## src/rtl/decoder_sched_pkg.sv

```systemverilog
// Shared definitions for the decoder layer scheduler: FSM state encoding and default widths.
// Optional watchdog is enabled with DECODER_SCHED_WATCHDOG_EN.
package decoder_sched_pkg;

  typedef enum logic [2:0] {
    ST_IDLE  = 3'd0,
    ST_START = 3'd1,
    ST_RUN   = 3'd2,
    ST_GAP   = 3'd3,
    ST_DONE  = 3'd4
  } sched_state_e;

  localparam int unsigned IMEM_ADDR_W_DEF = 10;
  localparam int unsigned LAYER_W_DEF     = 8;
  localparam int unsigned GAP_W_DEF       = 8;
  localparam int unsigned WDOG_W_DEF      = 20;

endpackage

```

## src/rtl/decoder_sched_wdog.sv

```systemverilog
// RUN-phase watchdog counter for decoder_sched; only built with DECODER_SCHED_WATCHDOG_EN.
// expire_o fires on the RUN cycle whose increment brings the counter to all-ones.
`ifdef DECODER_SCHED_WATCHDOG_EN
module decoder_sched_wdog #(
  parameter int unsigned WDOG_W = 20
) (
  input  logic clk_i,
  input  logic rst_i,
  input  logic clear_i,
  input  logic run_i,
  output logic expire_o
);

  localparam logic [WDOG_W-1:0] LAST_BEFORE_FULL = ~WDOG_W'(1);

  logic [WDOG_W-1:0] cnt_q;

  always_ff @(posedge clk_i or posedge rst_i) begin
    if (rst_i) begin
      cnt_q <= '0;
    end else if (clear_i) begin
      cnt_q <= '0;
    end else if (run_i) begin
      cnt_q <= cnt_q + WDOG_W'(1);
    end
  end

  assign expire_o = run_i && (cnt_q == LAST_BEFORE_FULL);

endmodule
`endif

```

## src/rtl/decoder_sched.sv

```systemverilog
// Multi-layer decoder scheduler: sequences decoder layers, relocates fetch addresses per layer.
// Define DECODER_SCHED_WATCHDOG_EN to add the RUN-phase watchdog and sticky err_timeout.
module decoder_sched
  import decoder_sched_pkg::*;
#(
  parameter int unsigned IMEM_ADDR_W = IMEM_ADDR_W_DEF,
  parameter int unsigned LAYER_W     = LAYER_W_DEF,
  parameter int unsigned GAP_W       = GAP_W_DEF,
  parameter int unsigned WDOG_W      = WDOG_W_DEF
) (
  input  logic                   clk,
  input  logic                   reset,
  input  logic                   cfg_start,
  input  logic [LAYER_W-1:0]     cfg_num_layers,
  input  logic [GAP_W-1:0]       cfg_gap,
  input  logic [IMEM_ADDR_W-1:0] cfg_base_addr,
  output logic                   dec_start,
  input  logic                   dec_done,
  input  logic                   dec_imem_read_req,
  input  logic [IMEM_ADDR_W-1:0] dec_imem_read_addr,
  output logic                   imem_read_req,
  output logic [IMEM_ADDR_W-1:0] imem_read_addr,
  output logic                   busy,
  output logic                   sched_done,
  output logic [LAYER_W-1:0]     layer_idx,
  output logic                   err_timeout
);

  sched_state_e           state_q, state_d;
  logic [IMEM_ADDR_W-1:0] base_q, base_d;
  logic [IMEM_ADDR_W-1:0] hw_q, hw_d, hw_run;
  logic [LAYER_W-1:0]     count_q, count_d;
  logic [LAYER_W-1:0]     layer_q, layer_d, layer_inc;
  logic [GAP_W-1:0]       gap_q, gap_d;
  logic [GAP_W-1:0]       gap_cnt_q, gap_cnt_d, gap_cnt_inc;
  logic                   timeout;

`ifdef DECODER_SCHED_WATCHDOG_EN
  logic err_q;

  decoder_sched_wdog #(
    .WDOG_W(WDOG_W)
  ) u_wdog (
    .clk_i   (clk),
    .rst_i   (reset),
    .clear_i (state_q == ST_START),
    .run_i   (state_q == ST_RUN),
    .expire_o(timeout)
  );

  always_ff @(posedge clk or posedge reset) begin
    if (reset) begin
      err_q <= 1'b0;
    end else if (state_q == ST_IDLE && cfg_start) begin
      err_q <= 1'b0;
    end else if (state_q == ST_RUN && !dec_done && timeout) begin
      err_q <= 1'b1;
    end
  end

  assign err_timeout = err_q;
`else
  assign timeout = 1'b0;
  // WDOG_W only sizes the watchdog, which this build does not contain.
  assign err_timeout = 1'b0 & (WDOG_W != 0);
`endif

  assign layer_inc   = layer_q + LAYER_W'(1);
  assign gap_cnt_inc = gap_cnt_q + GAP_W'(1);
  // An address fetched in the dec_done cycle still counts toward the next base.
  assign hw_run = (dec_imem_read_req && (dec_imem_read_addr > hw_q)) ? dec_imem_read_addr : hw_q;

  always_comb begin
    state_d   = state_q;
    base_d    = base_q;
    hw_d      = hw_q;
    count_d   = count_q;
    layer_d   = layer_q;
    gap_d     = gap_q;
    gap_cnt_d = gap_cnt_q;
    case (state_q)
      ST_IDLE: begin
        if (cfg_start) begin
          count_d = cfg_num_layers;
          gap_d   = cfg_gap;
          base_d  = cfg_base_addr;
          layer_d = '0;
          state_d = (cfg_num_layers == '0) ? ST_DONE : ST_START;
        end
      end
      ST_START: begin
        hw_d      = '0;
        gap_cnt_d = '0;
        state_d   = ST_RUN;
      end
      ST_RUN: begin
        hw_d = hw_run;
        if (dec_done) begin
          base_d  = base_q + hw_run + IMEM_ADDR_W'(1);
          layer_d = layer_inc;
          if (layer_inc == count_q) begin
            state_d = ST_DONE;
          end else if (gap_q == '0) begin
            state_d = ST_START;
          end else begin
            state_d = ST_GAP;
          end
        end else if (timeout) begin
          state_d = ST_DONE;
        end
      end
      ST_GAP: begin
        if (gap_cnt_inc == gap_q) begin
          gap_cnt_d = '0;
          state_d   = ST_START;
        end else begin
          gap_cnt_d = gap_cnt_inc;
        end
      end
      ST_DONE: begin
        state_d = ST_IDLE;
      end
      default: begin
        state_d = ST_IDLE;
      end
    endcase
  end

  always_ff @(posedge clk or posedge reset) begin
    if (reset) begin
      state_q   <= ST_IDLE;
      base_q    <= '0;
      hw_q      <= '0;
      count_q   <= '0;
      layer_q   <= '0;
      gap_q     <= '0;
      gap_cnt_q <= '0;
    end else begin
      state_q   <= state_d;
      base_q    <= base_d;
      hw_q      <= hw_d;
      count_q   <= count_d;
      layer_q   <= layer_d;
      gap_q     <= gap_d;
      gap_cnt_q <= gap_cnt_d;
    end
  end

  assign dec_start      = (state_q == ST_START);
  assign sched_done     = (state_q == ST_DONE);
  assign busy           = (state_q == ST_START) || (state_q == ST_RUN) || (state_q == ST_GAP);
  assign layer_idx      = layer_q;
  assign imem_read_req  = dec_imem_read_req;
  assign imem_read_addr = base_q + dec_imem_read_addr;

endmodule
```

## config.mk

```make
export PLATFORM = sky130hd
export DESIGN_NAME = decoder_sched
export DESIGN_NICKNAME = d
export VERILOG_FILES = /design/src/rtl/decoder_sched_pkg.sv /design/src/rtl/decoder_sched_wdog.sv /design/src/rtl/decoder_sched.sv
export SDC_FILE = /design/constraint.sdc
export NUM_CORES = 1
export LEC_CHECK = 0
export CAP_MARGIN = 25
export CORE_ASPECT_RATIO = 1.2
export CORE_MARGIN = 1
export CORE_UTILIZATION = 40
export CTS_BUF_LIST = sky130_fd_sc_hd__clkbuf_8
export CTS_CLUSTER_DIAMETER = 150
export CTS_CLUSTER_SIZE = 16
export DETAILED_ROUTE_END_ITERATION = 10
export PLACE_DENSITY = 0.65
export RECOVER_POWER = 25
export SETUP_SLACK_MARGIN = 0.05
export SYNTH_ARGS = -nofsm -noshare
export SYNTH_HDL_FRONTEND = slang
export SYNTH_SLANG_ARGS = --single-unit
```

## constraint.sdc

```tcl
create_clock -name clk -period 3.75 [get_ports clk]
set_input_delay 0.75 -clock clk [delete_from_list [all_inputs] [get_ports clk]]
set_output_delay 0.75 -clock clk [all_outputs]
set_load 0.05 [all_outputs]
```

==> impl_metrics.tcl, run 1 <==
set metrics [dict create \
    crit_chain "clkdlybuf4s15_1 > ha_1 > nand4_1 > a211o_1 > o211a_4 > nor2_4 > nor2_1 > a21o_1 > ha_1 > nor2b_4 > o31a_1 > o22ai_4 > o21ai_2 > a21o_1 > and3_4 > nor4_4" \
    avgSynthCellArea_um2 8.76 \
    power_frac_comb_pct 72.0 \
    grt_pass1_vias 3696 \
    cts_buffers 5 \
    die-height_um 111 \
    timing.final.crit_share_pct 98.1 \
    syn_area_um2 3950 \
    synth_edf_count 0 \
    timing.critical_path.slowest_cell_delay_ns 0.33 \
    slew_headroom_pct 11.6 \
    muxShareOfSynthArea_pct 5.35 \
    diodes 0 \
    cts.reportedPaths.clkPinSlew_ns 0.11 \
    p_leak_nw 2.42 \
    setup_viol 0 \
    clock_path_buffers 2 \
    reg2reg_depth 16 \
    setup_slack_ns 0.0730 \
    drt-pass1-iter-count 5 \
    power_switching_share_pct 46.6 \
    port_buffers 62 \
    synthAdderAreaFrac_pct 10.5 \
    cts_sinks 55 \
    grt_antenna_before_repair 0 \
    endpoint_kind "register" \
    hold_class "reg2reg" \
    vias_per_cell 5.41 \
    synth-compound-area-share_pct 19.4 \
    slew_viol_final 0 \
    whs_path_depth 1 \
    post-place-ws_ns -0.608 \
    post-dp-hpwl_um 7880 \
    start_kind "input port" \
    rrSetupSlack_ns 0.27 \
    synth-seq-cells 55 \
    drtIter0Drc 117 \
    cts_tree "done" \
    p_int_w 0.00291 \
    synth_fp_nets 524 \
    core_area_um2 9560 \
    drc 0 \
    worstMarginPinSlew_ns 1.32 \
    drv_cap 0 \
    worst_ir_drop_vdd_mv 0.447 \
    crit_fanout 6 \
    total_switching_power_w 0.00254 \
    synth_top_family_by_area "compound AO/OA/AOI/OAI gates" \
    reg2reg_from "hw_q[7]$_DFFE_PP0P_" \
    powerDensity_nw_per_um2 987 \
    ys_async_sr_fraction_pct 100 \
    synth_area_leaders "dfrtp_1 (35%), ha_1 (9.5%), nand2_1 (5.3%)" \
    synth-seq-area-share_pct 34.8 \
    hold_path_end "count_q[6]$_DFFE_PP0P_" \
    die_area_um2 10300 \
    synth_top_area_share_pct 34.8 \
    cts_root_buf "clkbuf_8" \
    status "complete, no violations" \
    synth.distinct_cells 51 \
    synth-simple-area-share_pct 17.5 \
    critPathSlowestCell "a211o_1" \
    area_growth_pct 39.8 \
    nNetsFinal 631 \
    chipWidth_um 92.7 \
    rows 39 \
    synth_common_cells "nand2_1 (56), dfrtp_1 (55), o21ai_0 (33), ha_1 (30), inv_1 (28)" \
    ys_warn_count 0 \
    holdCritStartpoint "count_q[6]$_DFFE_PP0P_" \
    clock_insertion_delay_worst_skew_ns 0.32 \
    start_util_pct 41.3 \
    layout-drive-gt1-share_pct 24.3 \
    place_congestion 0.860 \
    yosysMostFrequentCell "nand2_1" \
    fmax_mhz 272 \
    finClkSkew_ns 0.00419 \
    fillers 838 \
    grt_overflow 0 \
    grt_util_all_layers_pct 21.1 \
    seq_power_share_pct 21.5 \
    yosysTopAreaCell "dfrtp_1" \
    period_minus_slack_ns 3.68 \
    critical_path_class "in2reg" \
    num_vias 3690 \
    r2r_end "base_q[9]$_DFFE_PP0P_" \
    cp_data_required_time_ns 3.98 \
    drt-wirelength-per-cell_um 15.9 \
    hold_viol 0 \
    ant_nets 0 \
    pin_count 64 \
    grt_max_degree 35 \
    grt_pass1_wl_um 17300 \
    arrival_ns 3.91 \
    synth-main-ff-cell "dfrtp_1" \
    synth_cells 451 \
    h-tree-depth 2 \
    drt_wl_total_um 10900 \
    hold_ws_ns 0.549 \
    clockPowerShare_pct 6.4 \
    synth_xor_area_share_pct 7.54 \
]
## state kept, by name, summed over array words and instances (netlist names)
| register | count |
|---|---|
| gap_cnt_q | 8 |
| base_q | 10 |
| count_q | 8 |
| hw_q | 10 |
| state_q | 3 |
| layer_idx | 8 |
| gap_q | 8 |
## placed cells by master, fill, tap and decap left out, types with 4 or more instances in the layout
cell	instances
nand2_1	56
dfrtp_1	55
buf_4	52
clkdlybuf4s50_1	42
inv_1	28
o21ai_0	28
nor2_1	23
xnor2_1	23
a21oi_1	19
mux2_2	17
ha_1	17
nor3_1	15
o31ai_1	13
a21o_1	11
xor2_1	11
a22o_1	9
ha_4	9
nand3_1	8
buf_12	7
nor2b_1	5
clkbuf_8	5
buf_6	5
nor4_1	4
nand4_1	4
o21ai_2	4
a21oi_2	4
nand2b_1	4
or2_2	4
ha_2	4
## cell type report
class | instances | area [µm²] | area share, %
clock buffer | 5 | 68.8 | 1.25
clock inverter | 3 | 22.5 | 0.408
inverter | 28 | 105 | 1.90
multi-input combinational | 350 | 2670 | 48.4
sequential | 55 | 1380 | 24.9
tap | 123 | 154 | 2.79
timing repair buffer | 118 | 1120 | 20.4
## worst max path at each step
stage                                from                     to  slack (ns)  depth (start not counted)
finish              dec_imem_read_addr[7]  base_q[9]$_DFFE_PP0P_        0.07                         16
detailed placement  dec_imem_read_addr[9]  base_q[9]$_DFFE_PP0P_       -0.61                         16
CTS                 dec_imem_read_addr[0]      imem_read_addr[9]        0.04                         12
global placement    dec_imem_read_addr[9]  base_q[8]$_DFFE_PP0P_       -0.56                         17
global route        dec_imem_read_addr[7]  base_q[9]$_DFFE_PP0P_       -0.04                         16
floorplan           dec_imem_read_addr[9]  base_q[9]$_DFFE_PP0P_        0.06                         14
## critical path: cells and delay by family
family,cells,cell delay [ns]
AOI/OAI and AO/OA,7,1.39
adders and majority gates,2,0.60
buffers and inverters,1,0.19
and+or+nand+nor,6,0.98
## routing by layer
| layer | global-route usage (%) | vias to the layer above | wire length (µm) |
|---|---|---|---|
| li1 | - | 1814 | - |
| met1 | 23.6 | 1764 | 4410 |
| met2 | 39.5 | 86 | 5760 |
| met3 | 2.88 | 26 | 342 |
| met4 | 8.51 | 0 | 352 |
| met5 | 0 | - | 0 |
## stage by stage
stage | cell area [µm²] | util [%] | setup TNS, ns | power (W) | cells
global route | 5530 | 57.8 | -0.0402 | 0.00584 | 682
global placement | 5050 | 52.8 | -3.49 | 0.00453 | 659
floorplan | 3970 | - | 0 | 0.00335 | 451
finish | 5530 | 57.8 | 0 | 0.00545 | 682
detailed placement | 5050 | 52.8 | -4.03 | 0.00463 | 659
CTS | 5330 | 55.8 | 0 | 0.00519 | 677
## timing repair
action                                  CTS  global route
endpoints found under the setup margin   10             8
buffers inserted                         10             5
gates cloned                              1             0
hold buffers                              0             0
hold endpoints to repair                  0             0
pin swaps                                22            30
gates resized for setup                  33            45
## kinds of logic after synthesis
family | count (synthesis)
AOI/OAI and AO/OA | 118
and+or+nand+nor | 145
xor gates and xnor gates | 34
muxes | 19
adders and majority gates | 32
buffers and inverters | 47
DFF | 55
other | 1
## power by group through the flow
stage / logic, W / clock network [W] / registers [W]
floorplan: 0.00223 / 0 / 0.00112
global placement: 0.00337 / 0 / 0.00116
detailed placement: 0.00346 / 0 / 0.00118
CTS: 0.00366 / 0.000357 / 0.00117
global route: 0.00424 / 0.000382 / 0.00122
finish: 0.00393 / 0.000351 / 0.00117
(Power assumes the default switching activity.)
==> run 2: changes to the inputs <==
--- a/config.mk
+++ b/config.mk
@@ -6,7 +6,6 @@
 export NUM_CORES = 1
 export LEC_CHECK = 0
 export CAP_MARGIN = 25
-export CORE_ASPECT_RATIO = 1.2
 export CORE_MARGIN = 1
 export CORE_UTILIZATION = 40
 export CTS_BUF_LIST = sky130_fd_sc_hd__clkbuf_8
==> run 2 against run 1 <==
Total power decreased by 2.9%. Non-clock buffer count decreased by 4. Wire length down 5.4%. Largest power group unchanged. Via count is 0.73% lower. Sequential power about the same. Clock power is 5.7% higher. Utilization shrank 0.16 points. First-iteration DRC count rose by 1.7%.
==> impl_metrics.tcl, run 2 (synthesized netlist as in run 1, its figures left out) <==
set metrics [dict create \
    diodes 0 \
    cts_buffers 5 \
    port_buffers 62 \
    fin_total_pwr_w 0.00530 \
    ctsHoldBuffers 0 \
    final_common_cell "nand2_1" \
    setup_slack_ns 0.150 \
    drt-pass1-iter-count 4 \
    hold_ws_ns 0.552 \
    hold_class "reg2reg" \
    grt_pass1_wl_um 16700 \
    drc 0 \
    slew_viol_final 0 \
    cts_tree "done" \
    final_cell_mix "nand2_1 (56), dfrtp_1 (55), buf_4 (48), clkdlybuf4s50_1 (42)" \
    worst_ir_drop_vdd_mv 0.758 \
    fillers 844 \
    status "complete, no violations" \
    timing.final.crit_share_pct 96.0 \
    rsz0062_at_grt "true" \
    setup_viol 0 \
    endpoint_kind "output pin" \
    slew_headroom_pct 7.32 \
    start_kind "input port" \
    critical_path_class "in2out" \
    ant_nets 0 \
    chipWidth_um 101 \
    die-height_um 101 \
    reg_top3 "base_q: 10 flops, hw_q: 10 flops" \
    post-dp-hpwl_um 7570 \
    start_util_pct 42.0 \
    cts.reportedPaths.clkPinSlew_ns 0.11 \
    drt_wl_total_um 10300 \
    grt_pass1_vias 3558 \
    h-tree-depth 2 \
    rows 35 \
    vias_per_cell 5.36 \
    grt_max_degree 56 \
    area_growth_pct 37.3 \
    finClkSkew_ns 0.0114 \
    powerDensity_nw_per_um2 976 \
    drtIter0Drc 119 \
    drv_cap 0 \
    die_area_um2 10300 \
    pin_count 64 \
    cts_root_buf "clkbuf_8" \
    num_vias 3663 \
    period_minus_slack_ns 3.60 \
    arrival_ns 2.85 \
    worstMarginPinSlew_ns 1.39 \
    crit_fanout 4 \
    hold_viol 0 \
    core_area_um2 9420 \
    clock_path_buffers 2 \
    post-place-ws_ns -0.615 \
    cts_sinks 55 \
    grt_antenna_before_repair 0 \
    place_congestion 0.839 \
    fin_util_pct 57.6 \
    drt-wirelength-per-cell_um 15.0 \
    p_leak_nw 2.41 \
    clock_insertion_delay_worst_skew_ns 0.33 \
    fmax_mhz 278 \
    layout-drive-gt1-share_pct 21.4 \
    grt_util_all_layers_pct 20.7 \
    nNetsFinal 627 \
    grt_overflow 0 \
    cp_data_required_time_ns 3.00 \
]
==> run 2: final cells by class <==
class	instances	area (µm²)	area share, %
well taps	129	161	2.98
inverters	28	105	1.94
repair buffers	114	1100	20.3
multi-input cells	350	2580	47.7
flip-flops and latches	55	1380	25.4
clock inverters	3	28.8	0.531
clock buffers	5	68.8	1.27
==> run 2: repair_timing <==
| action | 4_1_cts | 5_1_grt |
|---|---|---|
| setup buffers | 7 | 5 |
| resized for setup | 35 | 18 |
| setup endpoints to repair | 10 | 8 |
| cloned | 1 | 0 |
| pin swaps | 26 | 18 |
==> run 2: final timing paths <==
check | to | cells after the start | from | slack, ns
max reg2reg | base_q[8]$_DFFE_PP0P_ | 18 | hw_q[9]$_DFFE_PP0P_ | 0.35
max in group asynchronous | base_q[2]$_DFFE_PP0P_ | 3 | reset | 1.61
min | base_q[7]$_DFFE_PP0P_ | 2 | base_q[7]$_DFFE_PP0P_ | 0.55
min reg2reg | base_q[7]$_DFFE_PP0P_ | 2 | base_q[7]$_DFFE_PP0P_ | 0.55
max | imem_read_addr[9] | 12 | dec_imem_read_addr[1] | 0.15
min in group asynchronous | gap_q[3]$_DFFE_PP0P_ | 3 | reset | 1.32
==> run 2: per-stage QoR <==
step                      instances  setup TNS, ns  cell area [µm²]
final                           684              0             5420
after global routing            684        -0.0511             5420
after CTS                       679              0             5320
after detailed placement        663          -3.83             5050
after global placement          663          -3.31             5050
after floorplan                 451              0             3970
==> run 2: critical path, cell delays in order <==
cell and delay [ns]:
buf_2 0.11, buf_6 0.13, ha_4 0.22, a21o_1 0.18, a21oi_4 0.19, o21bai_4 0.09, a2111oi_4 0.34, buf_4 0.17
o31ai_1 0.07, a21oi_1 0.17, xnor2_1 0.13, bufbuf_16 0.29
==> run 2: report_power, final <==
group | switching (W) | leakage (nW) | total, W | internal (W)
sequential | 0.000311 | 0.672 | 0.00116 | 0.000852
combinational | 0.00193 | 1.69 | 0.00376 | 0.00183
clock | 0.000229 | 0.0511 | 0.000371 | 0.000142
total | 0.00247 | 2.41 | 0.00530 | 0.00282
==> run 2: per-layer routing <==
layer	track usage [%]	share of wire (%)	vias up
li1	-	-	1810
met1	26.2	45	1754
met2	37.0	50	89
met3	3.17	4.3	10
met4	4.79	1.1	0
met5	0	0	-
==> run 3: changes to the inputs <==
--- a/config.mk
+++ b/config.mk
@@ -12,8 +12,10 @@
 export CTS_CLUSTER_DIAMETER = 150
 export CTS_CLUSTER_SIZE = 16
 export DETAILED_ROUTE_END_ITERATION = 10
+export GPL_TIMING_DRIVEN = 0
 export PLACE_DENSITY = 0.65
-export RECOVER_POWER = 25
+export RECOVER_POWER = 50
+export REMOVE_ABC_BUFFERS = 1
 export SETUP_SLACK_MARGIN = 0.05
 export SYNTH_ARGS = -nofsm -noshare
 export SYNTH_HDL_FRONTEND = slang
==> run 3 against run 2 <==
The run now ends with capacitance limit, slew limit left. Sequential share of layout area increased by 1.5 points. Clock skew up 0.0069 ns. Critical path depth is 10 lower. First-iteration DRC count is 25% higher. Worst hold slack got worse by 0.014 ns. Via count fell by 5.4%. Final cell count fell by 4.4%. Total power shrank 12%. Utilization fell by 3.2 points. Non-clock buffer count decreased by 28. Sequential power hardly changed. Largest power group unchanged.
==> impl_metrics.tcl, run 3 (synthesized netlist as in run 1, its figures left out) <==
set metrics [dict create \
    status "finished, violations left" \
    violations "capacitance limit, slew limit" \
    post-dp-hpwl_um 6830 \
    timing.critical_path.slowest_cell_delay_ns 0.95 \
    core_area_um2 9420 \
    start_kind "register" \
    diodes 0 \
    cts_buffers 5 \
    power_frac_comb_pct 68.0 \
    cts_root_buf "clkbuf_8" \
    crit_chain "nor2_1 > clkdlybuf4s50_1" \
    worstMarginPinSlew_ns 1.76 \
    final_common_cell "nand2_1" \
    ctsHoldBuffers 0 \
    worst_ir_drop_vdd_mv 0.568 \
    timing.final.crit_share_pct 94.8 \
    vias_per_cell 5.30 \
    drv_cap 1 \
    crit_fanout 26 \
    grt_util_all_layers_pct 19.1 \
    cp_data_required_time_ns 3.00 \
    period_minus_slack_ns 3.56 \
    powerDensity_nw_per_um2 907 \
    grt_pass1_vias 3354 \
    cts_tree "done" \
    setup_viol 0 \
    cts_sinks 55 \
    final_cell_mix "nand2_1 (56), dfrtp_1 (55), clkdlybuf4s50_1 (41), o21ai_0 (29), inv_1 (28)" \
    grt_max_degree 41 \
    pin_count 64 \
    clock_path_buffers 2 \
    rows 35 \
    dp_cells 626 \
    cts.reportedPaths.clkPinSlew_ns 0.09 \
    grt_overflow 0 \
    chipWidth_um 101 \
    finClkSkew_ns 0.0183 \
    reg_top3 "base_q: 10 flops, hw_q: 10 flops" \
    nNetsFinal 599 \
    layout-drive-gt1-share_pct 17.3 \
    seq_power_share_pct 25.2 \
    critical_path_class "reg2out" \
    h-tree-depth 2 \
    endpoint_kind "output pin" \
    p_leak_nw 2.22 \
    critPathSlowestCell "clkdlybuf4s50_1" \
    clock_insertion_delay_worst_skew_ns 0.30 \
    final_cells 654 \
    total_switching_power_w 0.00228 \
    fin_tns_setup_ns 0 \
    fmax_mhz 281 \
    hold_class "reg2reg" \
    port_buffers 62 \
    die-height_um 101 \
    drt-wirelength-per-cell_um 14.3 \
    hold_ws_ns 0.538 \
    place_congestion 0.840 \
    grt_pass1_wl_um 15700 \
    start_util_pct 42.0 \
    p_int_w 0.00236 \
    num_vias 3464 \
    drt-pass1-iter-count 4 \
    slew_viol_final 41 \
    drc 0 \
    rsz0062_at_grt "true" \
    slew_headroom_pct -17.7 \
    power_switching_share_pct 49.2 \
    hold_viol 0 \
    grt_antenna_before_repair 0 \
    clockPowerShare_pct 6.8 \
    arrival_ns 2.81 \
    area_growth_pct 29.5 \
    die_area_um2 10300 \
    drtIter0Drc 149 \
    ant_nets 0 \
    drt_wl_total_um 9360 \
    fillers 883 \
]
[run 3: metrics by stage]
step                utilization [%]  total power, W  cell area [µm²]  worst slack [ns]
floorplan                         -         0.00329             3870            -0.201
global route                   54.4         0.00507             5120            0.0201
finish                         54.4         0.00464             5120             0.194
CTS                            52.4         0.00450             4940            0.0527
global placement               49.4         0.00398             4650             -1.29
detailed placement             49.9         0.00407             4700             -1.30
[run 3: power by group through the flow]
stage	combinational (W)	clock (W)	sequential (W)
finish	0.00316	0.000315	0.00117
global route	0.00349	0.000355	0.00123
CTS	0.00301	0.000326	0.00117
detailed placement	0.00289	0	0.00118
global placement	0.00280	0	0.00118
floorplan	0.00211	0	0.00118
[run 3: cell type report]
type / count / area (µm²) / share of cell area [%]
multi-input combinational: 350 / 2590 / 50.6
sequential: 55 / 1380 / 26.9
timing repair buffer: 86 / 811 / 15.8
tap: 129 / 161 / 3.15
inverter: 28 / 105 / 2.05
clock buffer: 5 / 68.8 / 1.34
clock inverter: 1 / 7.51 / 0.147
[run 3: critical path: cells and delay by family (launching register included)]
kind | cells | cell delay (ns)
buffers and inverters | 1 | 0.95
flip-flops | 1 | 0.71
AND/OR/NAND/NOR | 1 | 0.85
[run 3: repair_timing]
| item | CTS | global route |
|---|---|---|
| setup buffers | 9 | 12 |
| gates resized for setup | 54 | 50 |
| pin swaps | 15 | 20 |
| cloned | 1 | 0 |
| endpoints found under the setup margin | 16 | 10 |
[run 3: path summary, 6_finish.rpt]
kind	start	endpoint	slack, ns	cells past startpoint
max	state_q[1]$_DFFE_PP0P_	dec_start	0.19	2
min	count_q[0]$_DFFE_PP0P_	count_q[0]$_DFFE_PP0P_	0.54	1
max reg2reg	hw_q[8]$_DFFE_PP0P_	base_q[9]$_DFFE_PP0P_	0.31	17
min reg2reg	count_q[0]$_DFFE_PP0P_	count_q[0]$_DFFE_PP0P_	0.54	1
max in group asynchronous	reset	state_q[1]$_DFFE_PP0P_	0.67	3
min in group asynchronous	reset	base_q[2]$_DFFE_PP0P_	0.95	2
[run 3: metal layers]
layer	global-route usage, %	share of wire [%]	vias to the layer above
met1	26.1	49	1636
li1	-	-	1747
met4	3.79	1.0	0
met2	32.7	47	73
met3	2.42	3.3	8
met5	0	0	-
